===== src/rtl/io_in_pad_sync.sv =====
// io_in_pad_sync: WIDTH-channel asynchronous input pad conditioner.
// Each channel passes through a 2-flop synchroniser, then a per-channel
// stability counter that accepts a new level only after DEBOUNCE
// consecutive synchronised cycles that differ from the current level.
// Optional edge pulses (rise/fall) are built when IO_IN_PAD_SYNC_EDGE_EN
// is defined; without it the ports and their flops are absent.
module io_in_pad_sync #(
    parameter int unsigned WIDTH    = 4,
    parameter int unsigned DEBOUNCE = 4,
    parameter logic        INIT     = 1'b0
) (
    input  logic             clk,
    input  logic             rst,
    input  logic [WIDTH-1:0] top_pin,
    output logic [WIDTH-1:0] pin,
    output logic [WIDTH-1:0] stable
`ifdef IO_IN_PAD_SYNC_EDGE_EN
    ,
    output logic [WIDTH-1:0] rise,
    output logic [WIDTH-1:0] fall
`endif
);

    localparam int unsigned      CW       = $clog2(DEBOUNCE + 1);
    localparam logic [CW-1:0]    CNT_LAST = CW'(DEBOUNCE - 1);
    localparam logic [CW-1:0]    CNT_ONE  = CW'(1);
    localparam logic [WIDTH-1:0] INIT_V   = {WIDTH{INIT}};

    logic [WIDTH-1:0] s1_q;
    logic [WIDTH-1:0] s2_q;
    logic [WIDTH-1:0] pin_q;
    logic [WIDTH-1:0] pin_d;
    logic [CW-1:0]    cnt_q [WIDTH];
    logic [CW-1:0]    cnt_d [WIDTH];

    // Per-channel stability counter: accept s2 once it has differed from pin long enough
    always_comb begin
        pin_d = pin_q;
        for (int i = 0; i < int'(WIDTH); i++) begin
            cnt_d[i] = '0;
            if (s2_q[i] != pin_q[i]) begin
                if (cnt_q[i] == CNT_LAST) begin
                    pin_d[i] = s2_q[i];
                end else begin
                    cnt_d[i] = cnt_q[i] + CNT_ONE;
                end
            end
        end
    end

    // Synchroniser, counters and accepted level
    always_ff @(posedge clk) begin
        if (rst) begin
            s1_q  <= INIT_V;
            s2_q  <= INIT_V;
            pin_q <= INIT_V;
            for (int i = 0; i < int'(WIDTH); i++) begin
                cnt_q[i] <= '0;
            end
        end else begin
            s1_q  <= top_pin;
            s2_q  <= s1_q;
            pin_q <= pin_d;
            for (int i = 0; i < int'(WIDTH); i++) begin
                cnt_q[i] <= cnt_d[i];
            end
        end
    end

    assign pin    = pin_q;
    // Idle indication straight from registers; no pad path reaches it
    assign stable = ~(s2_q ^ pin_q);

`ifdef IO_IN_PAD_SYNC_EDGE_EN
    logic [WIDTH-1:0] rise_q;
    logic [WIDTH-1:0] rise_d;
    logic [WIDTH-1:0] fall_q;
    logic [WIDTH-1:0] fall_d;

    // Edge pulses for the cycle following an accepted level change
    always_comb begin
        rise_d = pin_d & ~pin_q;
        fall_d = ~pin_d & pin_q;
    end

    // Edge pulse registers; reset never generates a pulse
    always_ff @(posedge clk) begin
        if (rst) begin
            rise_q <= '0;
            fall_q <= '0;
        end else begin
            rise_q <= rise_d;
            fall_q <= fall_d;
        end
    end

    assign rise = rise_q;
    assign fall = fall_q;
`endif

endmodule

===== config.mk =====
export PLATFORM = sky130hd
export DESIGN_NAME = io_in_pad_sync
export DESIGN_NICKNAME = d
export VERILOG_FILES = /design/src/rtl/io_in_pad_sync.sv
export SDC_FILE = /design/constraint.sdc
export NUM_CORES = 1
export LEC_CHECK = 0
export CELL_PAD_IN_SITES_DETAIL_PLACEMENT = 0
export CELL_PAD_IN_SITES_GLOBAL_PLACEMENT = 1
export CORE_MARGIN = 5
export CORE_UTILIZATION = 50
export CTS_CLUSTER_DIAMETER = 50
export DETAILED_ROUTE_END_ITERATION = 8
export DONT_BUFFER_PORTS = 1
export HOLD_SLACK_MARGIN = 0.12
export PLACE_DENSITY_LB_ADDON = 0.3
export RECOVER_POWER = 25
export SYNTH_ARGS = -nofsm -noshare
export SYNTH_HDL_FRONTEND = slang
export SYNTH_SLANG_ARGS = --single-unit

===== constraint.sdc =====
create_clock -name clk -period 1.89 [get_ports clk]
set_clock_uncertainty 0.05 [all_clocks]
set_input_delay 0.567 -clock clk [delete_from_list [all_inputs] [get_ports clk]]
set_output_delay 0.567 -clock clk [all_outputs]
set_load 0.01 [all_outputs]

==> results of run 1 <==
## what timing repair did
| action | CTS | global route |
|---|---|---|
| setup endpoints to repair | 0 | 1 |
| gates resized for setup | 0 | 1 |
| buffers inserted | 0 | 0 |
## routing by layer
metal	vias up	wire (µm)	global-route usage
li1	247	-	-
met1	203	495	0.106
met2	12	407	0.111
met3	0	92	0.0516
met4	0	0	0.0524
met5	-	0	0
## kinds of logic after synthesis
group | count (synthesis) | synth area share
and+or+nand+nor | 24 | 0.210
DFF | 24 | 0.542
adders and majority gates | 8 | 0.113
buffers and inverters | 6 | 0.0423
xor gates and xnor gates | 4 | 0.0480
muxes | 4 | 0.0451
## final timing paths
kind,end,start
hold / removal,s1_q[2]$_SDFF_PP0_,rst
setup reg to reg,cnt_q[2][2]$_SDFF_PP0_,cnt_q[2][0]$_SDFF_PP0_
hold reg to reg,cnt_q[1][0]$_SDFF_PP0_,cnt_q[1][0]$_SDFF_PP0_
setup / recovery,stable[2],pin[2]$_SDFFE_PP0P_
## power by group
group          switching (µW)  leakage [µW]  internal (µW)  total, µW
sequential               4.90      0.000195            516        521
combinational            8.45      0.000131           10.7       19.2
clock                     130     0.0000138           74.2        204
total                     143      0.000340            601        744
## Yosys cell counts, types with 2 or more instances
library cell / instances / area share
dfxtp_1: 24 / 0.54
ha_1: 8 / 0.11
nor4_1: 7 / 0.049
and2b_1: 4 / 0.034
inv_1: 4 / 0.017
mux2i_1: 4 / 0.045
nor2_1: 4 / 0.017
nor2b_1: 4 / 0.028
nor4b_2: 4 / 0.068
xnor2_1: 3 / 0.030
buf_6: 2 / 0.025
## cell usage in the layout, fill, tap and decap left out, drive strengths merged
master,instances
xnor2,4
nor4,8
nor2b,4
dfxtp,24
inv,4
and2b,4
clkbuf,3
ha,8
mux2i,4
nor4b,4
nor2,4
## cell type report
cell class | instances | area [µm²] | area share
sequential | 24 | 480 | 0.519
multi-input combinational | 40 | 377 | 0.407
tap | 25 | 31.3 | 0.0338
clock buffer | 3 | 22.5 | 0.0243
inverter | 4 | 15.0 | 0.0162
## state kept, by name (all words and copies together), names as in the netlist
register and cells:
cnt_q 12, pin 4, s1_q 4, s2_q 4
## through the flow
step	worst slack (ns)	utilization	std cells
final	0.108	0.542	96
after global routing	0.0234	0.542	96
after CTS	0.0688	0.538	96
after detailed placement	0.420	0.525	93
after global placement	0.428	0.525	93
after floorplan	0.501	-	70
==> metrics.txt, run 1 <==
Critical Path Fanout Max=4; Max Fclk=0.561 GHz; Starting Density=0.519; reg2reg setup slack=0.68 ns; Data arrival, critical path=1.17 ns; Hold WS=0.272 ns; CTS hold repair buffers=0; TritonCTS clock tree=built; core area=between 1500 and 2000 µm²; final wirelength=996 µm; DR vias=462; drt initial violations=5; first-pass iteration count of the detailed router=2; Synth Net Count=between 80 and 90; post-synthesis register bit count=24; WHS Path Cells=1; Root Driver=clkbuf_4; Final Instance Area=between 900 and 1000 µm²; Ports=14; Rows=15; Antenna Nets Post-Route=0; area growth from synthesis to layout=4.37%; TritonCTS buffer count=3; Post-DP Area=896 µm²; pwr dens=804 nW/µm²; Design Power=~740 µW; FILL cells=158; antenna violations before repair=0; RSZ-0062 raised after global routing=false; critical path's largest stage delay=0.50 ns; die area=~2700 µm²; ys async rst share=0; Remaining DRCs=0; Final period util=0.943; Avg Vias per Cell=~4.8; final hold viol count=0; required time of the critical path=1.27 ns; Skew-Pair Late Insertion Delay=0.29 ns; largest net degree at the start of global routing=25; WP buf/inv=0; Final Wtd Congestion=0.652; vias in the first global route=391; layout cells sized above 1=0.141; Mean Syn Cell Area=12.7 µm²; n_diodes=0; Vert. Die Dim=52.1 µm; total number of yosys warnings=0; synthesized instance count=70; number of port buffers=0; Crit-path slowest cell=xnor2_1; Clock transition at path regs=~0.11 ns; setup TNS=0 ns; EDFF count, synth=0; Slew @ Worst Pin=between 0.5 and 0.6 ns; worst min path class=input port to flop; Tot GR Track Use=0.0860; Static Leakage=0.000340 µW; outcome=completed; Max Cap Violations=0; r2r worst-path depth=3; sequential fraction of the synthesis area=0.542; routed len/inst=10.4 µm; Worst path top cell family by delay=XOR/XNOR gates; Crit Path Category=flop to output port; Netlist cell types=13; Max rail drop VDD=432 µV; CTS sink cnt=24; ys flop type=dfxtp_1; Slew headroom=0.624; CP cell instances=xnor2_1; Worst Setup Start Kind=flop; dpl hpwl=746 µm; Post-Synthesis Cell Area=887 µm²; setup violators final=0; post-route minimum period=1.78 ns; Longest Clk Path Bufs=2; Crit. End Element=output port; Remaining Overflow, GRT=0; final slew viol count=0; nets=87; first-pass GRT wire length=1700 µm; number of H-tree levels=1; Crit path depth=1; die width=52.1 µm
Power figures use the tool's default switching activity.
==> inputs of run 2 (changes only) <==
CORE_ASPECT_RATIO = 1.5   (was unset)
CORE_UTILIZATION = 43   (was 50)
DONT_BUFFER_PORTS = unset   (was 1)
==> run 2 against run 1 <==
First-iteration DRC count rose to 3.0 times the previous value. Combinational power rose by 130%. Sequential cell count did not move. Routed wire length rose by 13%. Largest power group unchanged. Highest routed layer is now met4.
==> metrics.txt, run 2 (synthesis gave the netlist of run 1 again) <==
post-route minimum period=1.81 ns (was 1.78 ns); antenna violations before repair=0 (unchanged); first-pass GRT wire length=1950 µm (was 1700 µm); commonest non-fill, non-tap cell in the layout=dfxtp_1 (unchanged); Slew @ Worst Pin=0.773 ns (was 0.560 ns); Critical Path Fanout Max=3 (was 4); Static Leakage=0.000429 µW (was 0.000340 µW); Final Wtd Congestion=0.666 (was 0.652); Worst R2R Start=cnt_q[0][0]$_SDFF_PP0_ (was cnt_q[2][0]$_SDFF_PP0_); critical path's largest stage delay=0.53 ns (was 0.50 ns); Tot GR Track Use=0.0937 (was 0.0860); die width=47.1 µm (was 52.1 µm); hold endpoint=cnt_q[3][0]$_SDFF_PP0_ (was s1_q[2]$_SDFF_PP0_); dpl hpwl=842 µm (was 746 µm); Max rail drop VDD=376 µV (was 432 µV); Skew-Pair Late Insertion Delay=0.31 ns (was 0.29 ns); final slew viol count=0 (unchanged); DR vias=541 (was 462); max reg flops=12 (unchanged); RSZ-0062 raised after global routing=false (unchanged); CTS sink cnt=24 (unchanged); FILL cells=201 (was 158); Max Fclk=0.551 GHz (was 0.561 GHz); Vert. Die Dim=65.6 µm (was 52.1 µm); CTS hold repair buffers=0 (unchanged); CP cell instances=clkdlybuf4s50_1 (was xnor2_1); Clock transition at path regs=0.12 ns (was 0.11 ns); leading cell types in the layout, fill and taps excluded=dfxtp_1 (21), ha_1 (8), nor4_1 (7) (was dfxtp_1 (24), ha_1 (8), nor4_1 (7)); n_diodes=0 (unchanged); pwr dens=719 nW/µm² (was 804 nW/µm²); die area=3090 µm² (was 2720 µm²); Avg Vias per Cell=4.83 (was 4.81); routed len/inst=10.1 µm (was 10.4 µm); TritonCTS buffer count=3 (unchanged); number of port buffers=13 (was 0); min-delay src=cnt_q[3][0]$_SDFF_PP0_ (was rst); r2r worst-path depth=3 (unchanged); core area=2000 µm² (was 1710 µm²); drt initial violations=15 (was 5); Data arrival, critical path=1.20 ns (was 1.17 ns); Longest Clk Path Bufs=2 (unchanged); Worst path top cell family by delay=buffers and inverters (was XOR/XNOR gates); largest net degree at the start of global routing=19 (was 25); area growth from synthesis to layout=22.0% (was 4.37%); layout cells sized above 1=0.178 (was 0.141); WHS Path Cells=1 (unchanged); Rows=20 (was 15); vias in the first global route=517 (was 391); Max Cap Violations=0 (unchanged); Remaining DRCs=0 (unchanged); worst min path class=flop to flop (was input port to flop); Remaining Overflow, GRT=0 (unchanged); final hold viol count=0 (unchanged); Crit Path Category=flop to output port (unchanged); reg2reg setup slack=0.70 ns (was 0.68 ns); first-pass iteration count of the detailed router=2 (unchanged); largest register by flop count=cnt_q (unchanged); Crit-path slowest cell=clkdlybuf4s50_1 (was xnor2_1); final wirelength=1130 µm (was 996 µm); Antenna Nets Post-Route=0 (unchanged); setup violators final=0 (unchanged); Ports=14 (unchanged); outcome=completed (unchanged); nets=106 (was 87); number of H-tree levels=1 (unchanged); Worst Setup Start Kind=flop (unchanged); Root Driver=clkbuf_4 (unchanged); WP buf/inv=1 (was 0); required time of the critical path=1.27 ns (about the same); r2r endpoint=cnt_q[0][2]$_SDFF_PP0_ (was cnt_q[2][2]$_SDFF_PP0_); Hold WS=0.385 ns (was 0.272 ns); Starting Density=0.443 (was 0.519); Slew headroom=0.485 (was 0.624); setup TNS=0 ns (unchanged); TritonCTS clock tree=built (unchanged); Crit. End Element=output port (unchanged); Final period util=0.960 (was 0.943)
==> run 2: stage by stage <==
step / worst slack [ns] / area, µm² / power [µW] / cells / util
3_5_place_dp: 0.120 / 1060 / 582 / 108 / 0.529
5_1_grt: 0.00476 / 1080 / 824 / 112 / 0.541
4_1_cts: 0.0170 / 1080 / 797 / 111 / 0.538
2_1_floorplan: 0.501 / 887 / 558 / 70 / -
3_3_place_gp: 0.141 / 1060 / 581 / 108 / 0.529
6_report: 0.0756 / 1080 / 779 / 112 / 0.541
==> run 2: final cells by class <==
cell class	count	area, µm²	area share
Sequential cell	24	484	0.447
Multi-Input combinational cell	40	369	0.341
Timing Repair Buffer	19	164	0.151
Tap cell	22	27.5	0.0254
Clock buffer	3	22.5	0.0208
Inverter	4	15.0	0.0139
==> run 2: per-layer routing <==
metal	global-route usage	vias to the layer above	share of wire
li1	-	282	-
met1	0.0946	244	0.45
met2	0.143	11	0.45
met3	0.0329	4	0.059
met4	0.0830	0	0.037
met5	0	-	0
==> run 2: worst max-delay path by stage <==
stage                   startpoint   endpoint  slack [ns]  depth (start not counted)
2_1_floorplan  pin[2]$_SDFFE_PP0P_  stable[2]        0.50                          1
3_3_place_gp   pin[0]$_SDFFE_PP0P_  stable[0]        0.14                          2
3_5_place_dp   pin[0]$_SDFFE_PP0P_  stable[0]        0.12                          2
4_1_cts        pin[2]$_SDFFE_PP0P_     pin[2]        0.02                          1
5_1_grt         s2_q[0]$_SDFF_PP0_  stable[0]       0.005                          2
6_report       pin[3]$_SDFFE_PP0P_     pin[3]        0.08                          1
==> run 2: what timing repair did <==
item                                    4_1_cts  5_1_grt
pin swaps                                     0        1
resized for setup                             6        3
cloned                                        0        0
buffers inserted                              0        1
endpoints found under the setup margin        6        4
==> run 2: report_power, final <==
part / total [µW] / internal, µW / switching [µW]
combinational: 44.7 / 26.3 / 18.5
sequential: 521 / 516 / 4.59
clock: 213 / 74.5 / 139
total: 779 / 617 / 162
==> inputs of run 3 (changes only) <==
CORE_UTILIZATION = 40   (was 43)
clock period = 1.9 ns   (was 1.89 ns; I/O delays follow)
==> run 3 against run 2 <==
Clock power fell by 4%. Worst setup slack improved by 0.015 ns. Clock-buffer cell count did not move. Final cell count did not move. Routed wire length fell by 2.1%. Combinational power fell by 4%. Non-clock buffer count fell by 1. Die area rose by 6.1%. Total power fell by 1.8%. Hold slack barely moved. Sequential cell count did not move. Critical path type unchanged.
==> metrics.txt, run 3 (synthesis gave the netlist of run 1 again) <==
outcome=completed (unchanged); Vert. Die Dim=67.7 µm (was 65.6 µm); commonest non-fill, non-tap cell in the layout=dfxtp_1 (unchanged); Clock transition at path regs=0.11 ns (was 0.12 ns); Static Leakage=0.000438 µW (was 0.000429 µW); Rows=21 (was 20); setup violators final=0 (unchanged); Remaining Overflow, GRT=0 (unchanged); Ports=14 (unchanged); layout cells sized above 1=0.157 (was 0.178); core area=2180 µm² (was 2000 µm²); WHS Path Cells=1 (unchanged); pwr dens=712 nW/µm² (was 719 nW/µm²); Data arrival, critical path=1.19 ns (was 1.20 ns); first-pass iteration count of the detailed router=2 (unchanged); antenna violations before repair=0 (unchanged); RSZ-0062 raised after global routing=false (unchanged); Worst Setup Start Kind=flop (unchanged); critical path's largest stage delay=0.53 ns (about the same); Worst path top cell family by delay=buffers and inverters (unchanged); max reg flops=12 (unchanged); area growth from synthesis to layout=21.0% (was 22.0%); Starting Density=0.407 (was 0.443); CTS sink cnt=24 (unchanged); number of H-tree levels=1 (unchanged); Reg power frac=0.677 (was 0.669); largest register by flop count=cnt_q (unchanged); required time of the critical path=1.28 ns (was 1.27 ns); final hold viol count=0 (unchanged); clock network power share=0.266 (was 0.274); routed len/inst=9.85 µm (was 10.1 µm); CTS hold repair buffers=0 (unchanged); hold endpoint=cnt_q[0][0]$_SDFF_PP0_ (was cnt_q[3][0]$_SDFF_PP0_); dpl hpwl=865 µm (was 842 µm); final slew viol count=0 (unchanged); r2r worst-path depth=3 (unchanged); Sw Share=0.199 (was 0.208); Crit Path Category=flop to output port (unchanged); Tot GR Track Use=0.0781 (was 0.0937); Longest Clk Path Bufs=2 (unchanged); Avg Vias per Cell=4.79 (was 4.83); vias in the first global route=522 (was 517); die area=3280 µm² (was 3090 µm²); Hold WS=0.385 ns (about the same); Sw Pwr=152 µW (was 162 µW); first-pass GRT wire length=2020 µm (was 1950 µm); die width=48.5 µm (was 47.1 µm); Internal Power=612 µW (was 617 µW); r2r endpoint=cnt_q[1][2]$_SDFF_PP0_ (was cnt_q[0][2]$_SDFF_PP0_); Slew headroom=0.594 (was 0.485); n_diodes=0 (unchanged); Final Wtd Congestion=0.673 (was 0.666); Final period util=0.952; leading cell types in the layout, fill and taps excluded=dfxtp_1 (21), ha_1 (8), nor4_1 (7) (unchanged); Skew-Pair Late Insertion Delay=0.30 ns (was 0.31 ns); DR vias=537 (was 541); Remaining DRCs=0 (unchanged); TritonCTS buffer count=3 (unchanged); Antenna Nets Post-Route=0 (unchanged); Max Fclk=0.553 GHz; number of port buffers=13 (unchanged); Max rail drop VDD=450 µV (was 376 µV); Crit-path slowest cell=clkdlybuf4s50_1 (unchanged); Critical Path Fanout Max=3 (unchanged); CP cell instances=clkdlybuf4s50_1 (unchanged); setup TNS=0 ns (unchanged); Max Cap Violations=0 (unchanged); TritonCTS clock tree=built (unchanged); min-delay src=cnt_q[0][0]$_SDFF_PP0_ (was cnt_q[3][0]$_SDFF_PP0_); post-route minimum period=1.81 ns; Worst R2R Start=cnt_q[1][0]$_SDFF_PP0_ (was cnt_q[0][0]$_SDFF_PP0_); Comb pwr share=0.056 (was 0.057); reg2reg setup slack=0.69 ns (was 0.70 ns); largest net degree at the start of global routing=16 (was 19); worst min path class=flop to flop (unchanged); final wirelength=1100 µm (was 1130 µm); drt initial violations=5 (was 15); WP buf/inv=1 (unchanged); Slew @ Worst Pin=0.609 ns (was 0.773 ns); nets=105 (was 106); Crit. End Element=output port (unchanged); Root Driver=clkbuf_4 (unchanged)
[run 3: stage by stage]
stage,setup slack (ns),std cells,utilization,power [µW],instance area (µm²)
6_report,0.0904,112,0.492,764,1070
5_1_grt,0.00537,112,0.492,810,1070
4_1_cts,0.0252,112,0.495,785,1080
3_5_place_dp,0.130,109,0.487,579,1060
3_3_place_gp,0.156,109,0.487,578,1060
2_1_floorplan,0.508,70,-,555,887
[run 3: routing by layer]
layer,vias up,wire [µm],part of all wire,GRT usage
met5,-,0,0,0
met2,12,548,0.50,0.136
met1,240,469,0.43,0.0783
li1,283,-,-,-
met3,2,73,0.066,0.0287
met4,0,11,0.010,0.0505
[run 3: worst max path at each step]
| stage | slack (ns) | cells past startpoint | start | end |
|---|---|---|---|---|
| global placement | 0.16 | 2 | pin[0]$_SDFFE_PP0P_ | stable[0] |
| finish | 0.09 | 1 | pin[3]$_SDFFE_PP0P_ | pin[3] |
| detailed placement | 0.13 | 2 | pin[0]$_SDFFE_PP0P_ | stable[0] |
| CTS | 0.03 | 1 | pin[1]$_SDFFE_PP0P_ | pin[1] |
| floorplan | 0.51 | 1 | pin[2]$_SDFFE_PP0P_ | stable[2] |
| global route | 0.005 | 2 | pin[0]$_SDFFE_PP0P_ | stable[0] |
[run 3: layout make-up]
class	instances	area (µm²)
clock buffer	3	22.5
fill	226	1110
inverter	4	15.0
multi-input combinational	40	363
sequential	24	484
tap	23	28.8
timing repair buffer	18	160
[run 3: power groups by stage]
| stage | sequential, µW | combinational, µW | clock [µW] |
|---|---|---|---|
| final | 518 | 43.0 | 204 |
| after global routing | 519 | 48.1 | 242 |
| after CTS | 518 | 46.8 | 220 |
| after detailed placement | 530 | 49.1 | 0 |
| after global placement | 529 | 48.5 | 0 |
| after floorplan | 529 | 26.1 | 0 |
[run 3: timing repair]
| item | in CTS | in global routing |
|---|---|---|
| resized for setup | 5 | 4 |
| setup endpoints to repair | 5 | 4 |
| pin swaps | 0 | 0 |
| buffers inserted | 0 | 0 |
